`src/rtl/adc_scan_ctrl.sv`:
```
`default_nettype none
// ============================================================================
//  Module      : adc_scan_ctrl
//  Description : Multi-channel scan controller for a 12-bit SPI ADC with an
//                address-ahead (pipelined) protocol. One dummy frame primes
//                the first channel address, then every frame returns the
//                conversion addressed in the previous frame. Optional
//                per-channel averaging of 2^AVG_LOG2 conversions.
//  Revision    : 1.0 - initial release
// ============================================================================
module adc_scan_ctrl #(
    parameter int NUM_CH     = 8,
    parameter int CLK_DIV    = 4,
    parameter int AVG_LOG2   = 0,
    parameter int CONTINUOUS = 1
) (
    input  logic              clk,
    input  logic              reset,
    input  logic              enable,
    input  logic              start,
    input  logic [NUM_CH-1:0] ch_mask,
    input  logic              adc_miso,
    output logic              adc_sclk,
    output logic              adc_cs_n,
    output logic              adc_mosi,
    output logic [11:0]       sample_data,
    output logic [2:0]        sample_ch,
    output logic              sample_valid,
    output logic              scan_done,
    output logic              busy
);

    localparam int         ACC_W     = 12 + AVG_LOG2;
    localparam logic [9:0] DIV_LAST  = 10'(CLK_DIV - 1);
    localparam logic [9:0] HOLD_LAST = 10'(4 * CLK_DIV - 1);
    localparam logic [1:0] REP_MAX   = 2'((1 << AVG_LOG2) - 1);
    localparam logic [3:0] LAST_BIT  = 4'd15;

    typedef enum logic [2:0] {
        ST_IDLE      = 3'd0,
        ST_CS_SETUP  = 3'd1,
        ST_SHIFT     = 3'd2,
        ST_FRAME_END = 3'd3,
        ST_CS_HOLD   = 3'd4
    } state_t;

    state_t             state_q, state_d;
    logic [9:0]         cnt_q, cnt_d;
    logic               half_q, half_d;          // 0 = SCLK low half, 1 = high half
    logic [3:0]         bit_q, bit_d;            // SCLK period index inside the frame
    logic [10:0]        rx_q, rx_d;              // last 11 bits received
    logic [NUM_CH-1:0]  mask_q, mask_d;
    // Conversion whose data arrives in the current frame
    logic [2:0]         cur_ch_q, cur_ch_d;
    logic [1:0]         cur_rep_q, cur_rep_d;
    logic               cur_valid_q, cur_valid_d; // low during the dummy frame
    // Conversion addressed by the current frame (returned in the next one)
    logic [2:0]         nxt_ch_q, nxt_ch_d;
    logic [1:0]         nxt_rep_q, nxt_rep_d;
    logic               nxt_valid_q, nxt_valid_d;
    logic [ACC_W-1:0]   acc_q, acc_d;
    logic               sclk_q, sclk_d;
    logic               cs_n_q, cs_n_d;
    logic               mosi_q, mosi_d;
    logic [11:0]        sample_data_q, sample_data_d;
    logic [2:0]         sample_ch_q, sample_ch_d;
    logic               sample_valid_q, sample_valid_d;
    logic               scan_done_q, scan_done_d;
    logic               busy_q, busy_d;

    logic               scan_req;
    logic               tick;
    logic [11:0]        rx_word;
    logic [ACC_W-1:0]   acc_sum;
    logic [3:0]         first_ch;
    logic [3:0]         next_ch;
    logic [2:0]         frame_addr;

    // Lowest enabled channel at or above 'from'; MSB flags that one exists.
    function automatic logic [3:0] find_from(input logic [NUM_CH-1:0] m, input int from);
        logic [3:0] r;
        r = 4'b0000;
        for (int k = NUM_CH - 1; k >= 0; k--) begin
            if ((k >= from) && m[k]) begin
                r = {1'b1, 3'(k)};
            end
        end
        return r;
    endfunction

    // DIN bit for SCLK period 'b': address A2..A0 occupy periods 2..4.
    function automatic logic addr_bit(input logic [3:0] b, input logic [2:0] a);
        logic r;
        case (b)
            4'd2:    r = a[2];
            4'd3:    r = a[1];
            4'd4:    r = a[0];
            default: r = 1'b0;
        endcase
        return r;
    endfunction

    assign scan_req   = (CONTINUOUS != 0) ? enable : start;
    assign tick       = (cnt_q == DIV_LAST);
    assign rx_word    = {rx_q, adc_miso};
    assign acc_sum    = ((cur_rep_q == 2'd0) ? '0 : acc_q) + ACC_W'(rx_word);
    assign first_ch   = find_from(ch_mask, 0);
    assign next_ch    = find_from(mask_q, int'(nxt_ch_q) + 1);
    assign frame_addr = nxt_valid_q ? nxt_ch_q : 3'd0;

    // Next-state, SPI waveform generation and result handling.
    always_comb begin
        state_d        = state_q;
        cnt_d          = cnt_q;
        half_d         = half_q;
        bit_d          = bit_q;
        rx_d           = rx_q;
        mask_d         = mask_q;
        cur_ch_d       = cur_ch_q;
        cur_rep_d      = cur_rep_q;
        cur_valid_d    = cur_valid_q;
        nxt_ch_d       = nxt_ch_q;
        nxt_rep_d      = nxt_rep_q;
        nxt_valid_d    = nxt_valid_q;
        acc_d          = acc_q;
        sclk_d         = sclk_q;
        cs_n_d         = cs_n_q;
        mosi_d         = mosi_q;
        sample_data_d  = sample_data_q;
        sample_ch_d    = sample_ch_q;
        sample_valid_d = 1'b0;
        scan_done_d    = 1'b0;
        busy_d         = busy_q;

        case (state_q)
            ST_IDLE: begin
                cnt_d = '0;
                if (scan_req && (ch_mask != '0)) begin
                    state_d     = ST_CS_SETUP;
                    mask_d      = ch_mask;
                    cs_n_d      = 1'b0;
                    sclk_d      = 1'b1;
                    busy_d      = 1'b1;
                    cur_valid_d = 1'b0;
                    cur_ch_d    = 3'd0;
                    cur_rep_d   = 2'd0;
                    nxt_valid_d = 1'b1;
                    nxt_ch_d    = first_ch[2:0];
                    nxt_rep_d   = 2'd0;
                    acc_d       = '0;
                end
            end

            ST_CS_SETUP: begin
                cnt_d = cnt_q + 10'd1;
                if (tick) begin
                    state_d = ST_SHIFT;
                    cnt_d   = '0;
                    bit_d   = 4'd0;
                    half_d  = 1'b0;
                    sclk_d  = 1'b0;
                    mosi_d  = addr_bit(4'd0, frame_addr);
                end
            end

            ST_SHIFT: begin
                cnt_d = cnt_q + 10'd1;
                if (tick) begin
                    cnt_d = '0;
                    if (!half_q) begin
                        // Rising SCLK edge: capture DOUT
                        sclk_d = 1'b1;
                        half_d = 1'b1;
                        rx_d   = {rx_q[9:0], adc_miso};
                        if (bit_q == LAST_BIT) begin
                            state_d = ST_FRAME_END;
                            if (cur_valid_q) begin
                                if (cur_rep_q == REP_MAX) begin
                                    sample_valid_d = 1'b1;
                                    sample_data_d  = 12'(acc_sum >> AVG_LOG2);
                                    sample_ch_d    = cur_ch_q;
                                    scan_done_d    = !nxt_valid_q;
                                    acc_d          = '0;
                                end else begin
                                    acc_d = acc_sum;
                                end
                            end
                            // Pipeline advance: the addressed conversion becomes current
                            cur_valid_d = nxt_valid_q;
                            cur_ch_d    = nxt_ch_q;
                            cur_rep_d   = nxt_rep_q;
                            if (nxt_valid_q) begin
                                if (nxt_rep_q != REP_MAX) begin
                                    nxt_rep_d = nxt_rep_q + 2'd1;
                                end else begin
                                    nxt_rep_d   = 2'd0;
                                    nxt_valid_d = next_ch[3];
                                    nxt_ch_d    = next_ch[3] ? next_ch[2:0] : nxt_ch_q;
                                end
                            end
                        end
                    end else begin
                        // Falling SCLK edge: next period, update DIN
                        bit_d  = bit_q + 4'd1;
                        half_d = 1'b0;
                        sclk_d = 1'b0;
                        mosi_d = addr_bit(bit_q + 4'd1, frame_addr);
                    end
                end
            end

            // High half of the 16th SCLK period; chains straight into the next frame.
            ST_FRAME_END: begin
                cnt_d = cnt_q + 10'd1;
                if (tick) begin
                    cnt_d = '0;
                    if (cur_valid_q) begin
                        state_d = ST_SHIFT;
                        bit_d   = 4'd0;
                        half_d  = 1'b0;
                        sclk_d  = 1'b0;
                        mosi_d  = addr_bit(4'd0, frame_addr);
                    end else begin
                        state_d = ST_CS_HOLD;
                        cs_n_d  = 1'b1;
                        sclk_d  = 1'b1;
                        mosi_d  = 1'b0;
                    end
                end
            end

            ST_CS_HOLD: begin
                cnt_d = cnt_q + 10'd1;
                if (cnt_q == HOLD_LAST) begin
                    state_d = ST_IDLE;
                    cnt_d   = '0;
                    busy_d  = 1'b0;
                end
            end

            default: begin
                state_d = ST_IDLE;
                cnt_d   = '0;
                cs_n_d  = 1'b1;
                sclk_d  = 1'b1;
                mosi_d  = 1'b0;
                busy_d  = 1'b0;
            end
        endcase
    end

    // State and output registers; reset forces the idle bus immediately.
    always_ff @(posedge clk or posedge reset) begin
        if (reset) begin
            state_q        <= ST_IDLE;
            cnt_q          <= '0;
            half_q         <= 1'b0;
            bit_q          <= 4'd0;
            rx_q           <= '0;
            mask_q         <= '0;
            cur_ch_q       <= 3'd0;
            cur_rep_q      <= 2'd0;
            cur_valid_q    <= 1'b0;
            nxt_ch_q       <= 3'd0;
            nxt_rep_q      <= 2'd0;
            nxt_valid_q    <= 1'b0;
            acc_q          <= '0;
            sclk_q         <= 1'b1;
            cs_n_q         <= 1'b1;
            mosi_q         <= 1'b0;
            sample_data_q  <= 12'd0;
            sample_ch_q    <= 3'd0;
            sample_valid_q <= 1'b0;
            scan_done_q    <= 1'b0;
            busy_q         <= 1'b0;
        end else begin
            state_q        <= state_d;
            cnt_q          <= cnt_d;
            half_q         <= half_d;
            bit_q          <= bit_d;
            rx_q           <= rx_d;
            mask_q         <= mask_d;
            cur_ch_q       <= cur_ch_d;
            cur_rep_q      <= cur_rep_d;
            cur_valid_q    <= cur_valid_d;
            nxt_ch_q       <= nxt_ch_d;
            nxt_rep_q      <= nxt_rep_d;
            nxt_valid_q    <= nxt_valid_d;
            acc_q          <= acc_d;
            sclk_q         <= sclk_d;
            cs_n_q         <= cs_n_d;
            mosi_q         <= mosi_d;
            sample_data_q  <= sample_data_d;
            sample_ch_q    <= sample_ch_d;
            sample_valid_q <= sample_valid_d;
            scan_done_q    <= scan_done_d;
            busy_q         <= busy_d;
        end
    end

    assign adc_sclk     = sclk_q;
    assign adc_cs_n     = cs_n_q;
    assign adc_mosi     = mosi_q;
    assign sample_data  = sample_data_q;
    assign sample_ch    = sample_ch_q;
    assign sample_valid = sample_valid_q;
    assign scan_done    = scan_done_q;
    assign busy         = busy_q;

endmodule
`default_nettype wire

```
`config.mk`:
```
export PLATFORM = sky130hd
export DESIGN_NAME = adc_scan_ctrl
export DESIGN_NICKNAME = d
export VERILOG_FILES = /design/src/rtl/adc_scan_ctrl.sv
export SDC_FILE = /design/constraint.sdc
export NUM_CORES = 1
export LEC_CHECK = 0
export BUFFER_PORTS_ARGS = -buffer_cell sky130_fd_sc_hd__buf_2
export CAP_MARGIN = 40
export CORE_MARGIN = 3
export CORE_UTILIZATION = 60
export DETAILED_ROUTE_END_ITERATION = 10
export GPL_TIMING_DRIVEN = 1
export PLACE_DENSITY = 0.85
export SYNTH_ARGS = -nofsm -noshare
export SYNTH_HDL_FRONTEND = slang
export SYNTH_SLANG_ARGS = --single-unit
```
`constraint.sdc`:
```
create_clock -name clk -period 3.6 [get_ports clk]
set_clock_uncertainty 0.05 [all_clocks]
set_input_delay 0.18 -clock clk [delete_from_list [all_inputs] [get_ports clk]]
set_output_delay 0.18 -clock clk [all_outputs]
set_load 0.005 [all_outputs]
```
==> impl_results.md, run 1 <==
- Most frequent cells after synthesis: dfrtp_1 (79), nand2_1 (57), nor2_1 (36)
- Worst reg2reg startpoint: cnt_q[7]
- All-Layer GR Usage: a little under a quarter
- FF-to-FF End: nxt_ch_q[1]
- Crit path cell chain: or4_4 > or2_1 > or3_1 > a21o_1 > or3_4 > mux2_4
- Worst-path clk slew: ~0.07 ns
- VDD IR max: 0.418 mV
- Yosys reg bits: 81
- Routability cong.: 0.820
- Crit-path max cell delay: around 0.56 ns
- Mapped cell area: roughly 4300 um^2
- Placed inst area: around 4600 um^2
- Share of cells above drive strength 1: around 17%
- First-pass GRT wire length: 15.8 mm
- N_diodes: 0
- Starting Density: between 60% and 70%
- Fin. Hold Viols: 0
- # port buffers: 32
- Syn. warnings: 0
- Rows: 30
- Vias in the first global route: 3,440
- DRT Wirelength: just over 9 mm
- Cell taking the most area after synthesis: dfrtp_1
- Area of the core: ~6900 um^2
- Crit path kind: reg2reg
- IO Count: 34
- Crit path required time: 3.79 ns
- FF-to-FF path depth: 6
- Post-synth EDFFs: 0
- WP data arrival: about 3.2 ns
- Final Setup Violations: 0
- Leak: between 2 and 2.5 nW
- Slew Viols, Final: 0
- DRC violations left: 0
- Status: completed
- Worst skew pair latency: about 0.35 ns
- Slew headroom: a little under two fifths
- Share of the synthesized area in the top cell type: 45.8%
- Root Driver: clkbuf_8
- Initial antenna violation count: 0
- Register area share after synthesis: a little under half
- Final ANT Viol Nets: 0
- Post-synthesis net count: 484
- Fmax: ~330 MHz
- Routed len/inst: 15.6 um
- Ys flop type: dfrtp_1
- Syn Area/Cell: 9.61 um^2
- Grt total ovfl: 0
- Critical hold path startpoint: adc_miso
- Total die area: about 8200 um^2
- Post-layout power: 3.00 mW
- Worst Path Max Fanout: 14
- Largest net degree at the start of global routing: 35
- TritonRoute pass-1 iters: 5
- Final Util: roughly 70%
- RSZ-0062 raised after global routing: no
- # fillers: 560
- DR vias/cell: ~5.9
- Crit end category: flip-flop
- Maxcap violations: 0
- Post-cts sizing count: 0
- Worst Setup Start Kind: flip-flop
- Tcrit/Tclk final: 83.9%
- Final #Nets: between 500 and 600
- Critical-path top delay cell: or4_4
- Finished Cell Area: approximately 4800 um^2
- Worst slew pin tran: 0.925 ns
- Total CTS buffers: 9
- Hold path depth: 2
- HPWL after DPL: around 6.7 mm
- Layout area overhead: 10.8%
- Vias: 3,417
- Setup TNS: 0 ns
- CTS tree: done
- First DRT Iteration DRCs: approximately 230
- Synth async-reset ratio: 100%
- Pwr Density: around 630 nW/um^2
- Top post-synthesis cells by area: dfrtp_1 (46%), ha_1 (6.1%), mux2_2 (5.5%), nand2_1 (5.0%), o21ai_0 (3.9%)
- Post-Syn Instances: 449
- Die Ht: roughly 90 um
- Clock sink count: between 80 and 90
- Clock Tree Buf Depth: 2
- Top-count cell post-synth: dfrtp_1
- R2r setup slk: just under 0.6 ns
- Die W: just over 90 um
- Min-delay worst type: in2reg
- Cell variety after synth: 51
- H-tree levels: 3
- Minimum clock period: between 3 and 4 ns
- Hold endpoint: rx_q[0]
==> cell families after synthesis <==
family / share of synthesized area, %
AND/OR/NAND/NOR: 17.9
AO/OA/AOI/OAI: 15.3
flip-flops: 47.0
buffers and inverters: 3.07
multiplexers: 6.52
adder cells (fa/ha/maj): 6.55
XOR/XNOR: 3.65
==> state kept, by name, summed over array words and instances, names as in the netlist, 2 cells and up <==
name,cells
cnt_q,10
cur_ch_q,3
acc_q,11
bit_q,4
state_q,3
cur_rep_q,2
sample_data,12
rx_q,11
nxt_rep_q,2
mask_q,8
sample_ch,3
nxt_ch_q,3
==> how the worst max path moves through the flow <==
stage,start,to,slack (ns),depth (start not counted)
global route,cur_rep_q[1],sample_data[10],0.47,10
CTS,cnt_q[7],nxt_ch_q[1],0.58,6
global placement,cnt_q[7],nxt_ch_q[1],0.66,6
finish,cnt_q[7],nxt_ch_q[1],0.58,6
floorplan,cnt_q[7],nxt_ch_q[1],0.88,7
detailed placement,cnt_q[7],nxt_ch_q[1],0.60,6
==> critical path, delay by kind of cell (launching register included) <==
family / cells / cell delay, ns
and+or+nand+nor: 4 / 1.75
AOI/OAI and AO/OA: 1 / 0.39
DFF: 1 / 0.42
muxes: 1 / 0.30
==> final cells by class <==
class | count | area (um^2) | share of cell area, %
inverters | 18 | 68.8 | 1.44
flip-flops and latches | 81 | 2030 | 42.4
repair buffers | 40 | 235 | 4.92
clock buffers | 11 | 131 | 2.75
multi-input cells | 333 | 2150 | 45.0
well taps | 96 | 120 | 2.51
clock inverters | 4 | 45.0 | 0.941
==> stage by stage <==
step,hold WS (ns),worst slack (ns),cells
after floorplan,0.247,0.881,449
after global placement,0.328,0.658,566
after detailed placement,0.109,0.596,567
after CTS,0.0372,0.580,583
after global routing,0.0411,0.467,583
final,0.0465,0.580,583
==> timing repair <==
action | CTS | global route
setup endpoints to repair | 0 | 0
setup buffers | 0 | 0
endpoints found under the hold margin | 19 | 0
hold buffers | 1 | 0
==> metal layers <==
layer  up-vias  track usage (%)  routed length [um]
met5         -                0                   0
met4         0             7.66                 129
met3        13             3.25                 382
met2        90             39.6                4440
met1      1674             31.0                4130
li1       1640                -                   -
==> power breakdown <==
| part | total (mW) | internal, mW | switching (mW) |
|---|---|---|---|
| combinational | 1.00 | 0.429 | 0.573 |
| sequential | 1.37 | 1.13 | 0.242 |
| clock | 0.624 | 0.314 | 0.310 |
| total | 3.00 | 1.87 | 1.13 |
==> layout by cell type (no fill, tap or decap), drive strengths merged, types with 4 or more instances in the layout <==
cell    netlist  final
dfrtp        79     79
nand2        57     57
buf           1     39
nor2         36     36
o21ai        35     35
a21oi        28     28
mux2         22     22
ha           21     21
inv          18     17
nor2b        15     15
nor4         11     11
xor2         11     11
clkbuf       16     11
nor3          7      7
a21o          7      7
xnor2         7      7
nand3         7      7
nand2b        6      6
o31ai         6      6
or3           5      5
a22o          4      4
clkinv        0      4
(Power assumes the default switching activity.)
==> run 2, diff against run 1 <==
Clock period 3.6 ns to 2.97 ns, I/O delays scaled along.
==> run 2 against run 1 <==
Sequential share of layout area shrank 0.96 points. Final area grew 2.3%. Sequential power grew 21%. Power grew 27%. Clock power grew 40%. Critical path depth grew 4. Critical path type unchanged. Critical endpoint is now acc_q[10]. Largest cell class unchanged.
==> impl_results.md, run 2 (synthesis results as in run 1) <==
- Status: completed
- Final Util: a little under three quarters
- Clock Tree Buf Depth: 2
- Worst-path clk slew: around 0.08 ns
- Vias in the first global route: ~3.5k
- HPWL after DPL: around 7 mm
- Placed inst area: about 4700 um^2
- Slew headroom: a little over half
- Clk pwr share: 22.9%
- Setup ws final: 0.192 ns
- First-pass GRT wire length: approximately 16 mm
- Share of cells above drive strength 1: roughly 18%
- Final Non-Filler Cells: ~600
- Post-cts sizing count: 0
- Routability cong.: 0.860
- Worst skew pair latency: around 0.35 ns
- Total CTS buffers: 9
- H-tree levels: 3
- Worst slew pin tran: ~0.68 ns
- Vias: approximately 3.5k
- Slew Viols, Final: 0
- Hold slack: between 0.03 and 0.04 ns
- Final #Nets: 527
- N_diodes: 0
- TritonRoute pass-1 iters: 5
- Grt total ovfl: 0
- Finished Cell Area: 4900 um^2
- Setup TNS: 0 ns
- Crit-path max cell delay: between 0.4 and 0.5 ns
- Leak: 2.29 nW
- Dpl ws: 0.198 ns
- Fmax: roughly 360 MHz
- Crit end category: flip-flop
- Switch share: between 30% and 40%
- Tcrit/Tclk final: 93.5%
- Pwr Density: a little under 800 nW/um^2
- Crit path kind: reg2reg
- Proportion of power drawn by combinational gates: about a third
- Area of the core: ~6900 um^2
- Fin. Hold Viols: 0
- Final Setup Violations: 0
- CTS Hold Bufs: 2
- Initial antenna violation count: 0
- Root Driver: clkbuf_8
- Crit path required time: between 3 and 4 ns
- Largest register FFs: 12
- DRC violations left: 0
- Starting Density: 62.8%
- Die Ht: 90.8 um
- RSZ-0062 raised after global routing: no
- Most common cell after layout, fill and taps aside: dfrtp_1
- # fillers: about 520
- Clock sink count: between 80 and 90
- Sw power: 1.39 mW
- Min-delay worst type: in2reg
- Critical-path top delay cell: fa_1
- Final ANT Viol Nets: 0
- CTS tree: done
- Worst Path Max Fanout: 3
- Inst Count DP: 575
- DRT Wirelength: roughly 9.4 mm
- Die W: slightly above 90 um
- Reg power frac: 43.6%
- VDD IR max: between 0.6 and 0.7 mV
- Worst Setup Start Kind: flip-flop
- First DRT Iteration DRCs: between 200 and 300
- Rows: 30
- Most frequent cells in the layout: dfrtp_1 (79), nand2_1 (57), nor2_1 (36), o21ai_0 (34), buf_2 (32)
- Post-CTS setup buffer count: 0
- Crit path cell chain: nor2_1 > nor2b_1 > ha_1 > fa_1 > a21o_1 > a21oi_1 > o22ai_1 > o41ai_1 > xor2_1 > o21ai_0
- Largest net degree at the start of global routing: 48
- Maxcap violations: 0
- Layout area overhead: 13.4%
- Post-layout power: between 3 and 4 mW
- DR vias/cell: just under 6
- # port buffers: 32
- Int Power: approximately 2.4 mW
- All-Layer GR Usage: a little under a quarter
- Routed len/inst: around 16 um
- Minimum clock period: between 2 and 3 ns
- IO Count: 34
- Total die area: between 8000 and 9000 um^2
- WP data arrival: slightly below 3 ns
-- run 2: cell types whose count changed in the layout (fill, tap and decap cells not counted) --
| cell | before | now |
|---|---|---|
| clkinv_2 | 4 | 2 |
| clkbuf_8 | 9 | 10 |
| buf_4 | 6 | 14 |
| bufinv_16 | 1 | 2 |
| buf_16 | 0 | 1 |
| buf_12 | 1 | 0 |
| dlygate4sd3_1 | 1 | 2 |
-- run 2: layer usage --
| metal | GRT usage (%) | part of all wire [%] | vias to the layer above |
|---|---|---|---|
| met4 | 10.1 | 1.7 | 0 |
| met5 | 0 | 0 | - |
| met1 | 30.5 | 43 | 1700 |
| met2 | 40.8 | 50 | 121 |
| met3 | 3.67 | 5.2 | 15 |
| li1 | - | - | 1662 |
-- run 2: final timing paths --
| path | startpoint | to | slack, ns | cells past startpoint |
|---|---|---|---|---|
| hold reg to reg | cnt_q[0] | cnt_q[0] | 0.42 | 1 |
| hold / removal | ch_mask[0] | mask_q[0] | 0.03 | 2 |
| setup / recovery | cur_rep_q[1] | acc_q[10] | 0.19 | 10 |
| setup reg to reg | cur_rep_q[1] | acc_q[10] | 0.19 | 10 |
| max in group asynchronous | reset | sample_data[11] | 2.00 | 5 |
| min in group asynchronous | reset | acc_q[3] | 0.14 | 3 |
-- run 2: final cells by class --
| class | count | area (um^2) | area share, % |
|---|---|---|---|
| multi-input combinational | 333 | 2150 | 44.0 |
| inverter | 18 | 68.8 | 1.41 |
| tap | 96 | 120 | 2.45 |
| clock buffer | 12 | 145 | 2.96 |
| sequential | 81 | 2030 | 41.5 |
| timing repair buffer | 49 | 313 | 6.39 |
| clock inverter | 3 | 65.1 | 1.33 |
-- run 2: critical path, delay by kind of cell, from the launching register on --
kind / cells / cell delay, ns
AO/OA/AOI/OAI: 5 / 1.09
AND/OR/NAND/NOR: 2 / 0.29
adder cells (fa/ha/maj): 2 / 0.63
XOR/XNOR: 1 / 0.20
flip-flops: 1 / 0.38
-- run 2: power groups by stage --
stage | clock network, mW | registers, mW | logic, mW
floorplan | 0 | 1.55 | 0.967
global placement | 0 | 1.65 | 1.20
detailed placement | 0 | 1.67 | 1.26
CTS | 0.890 | 1.66 | 1.27
global route | 0.935 | 1.71 | 1.42
finish | 0.874 | 1.66 | 1.28
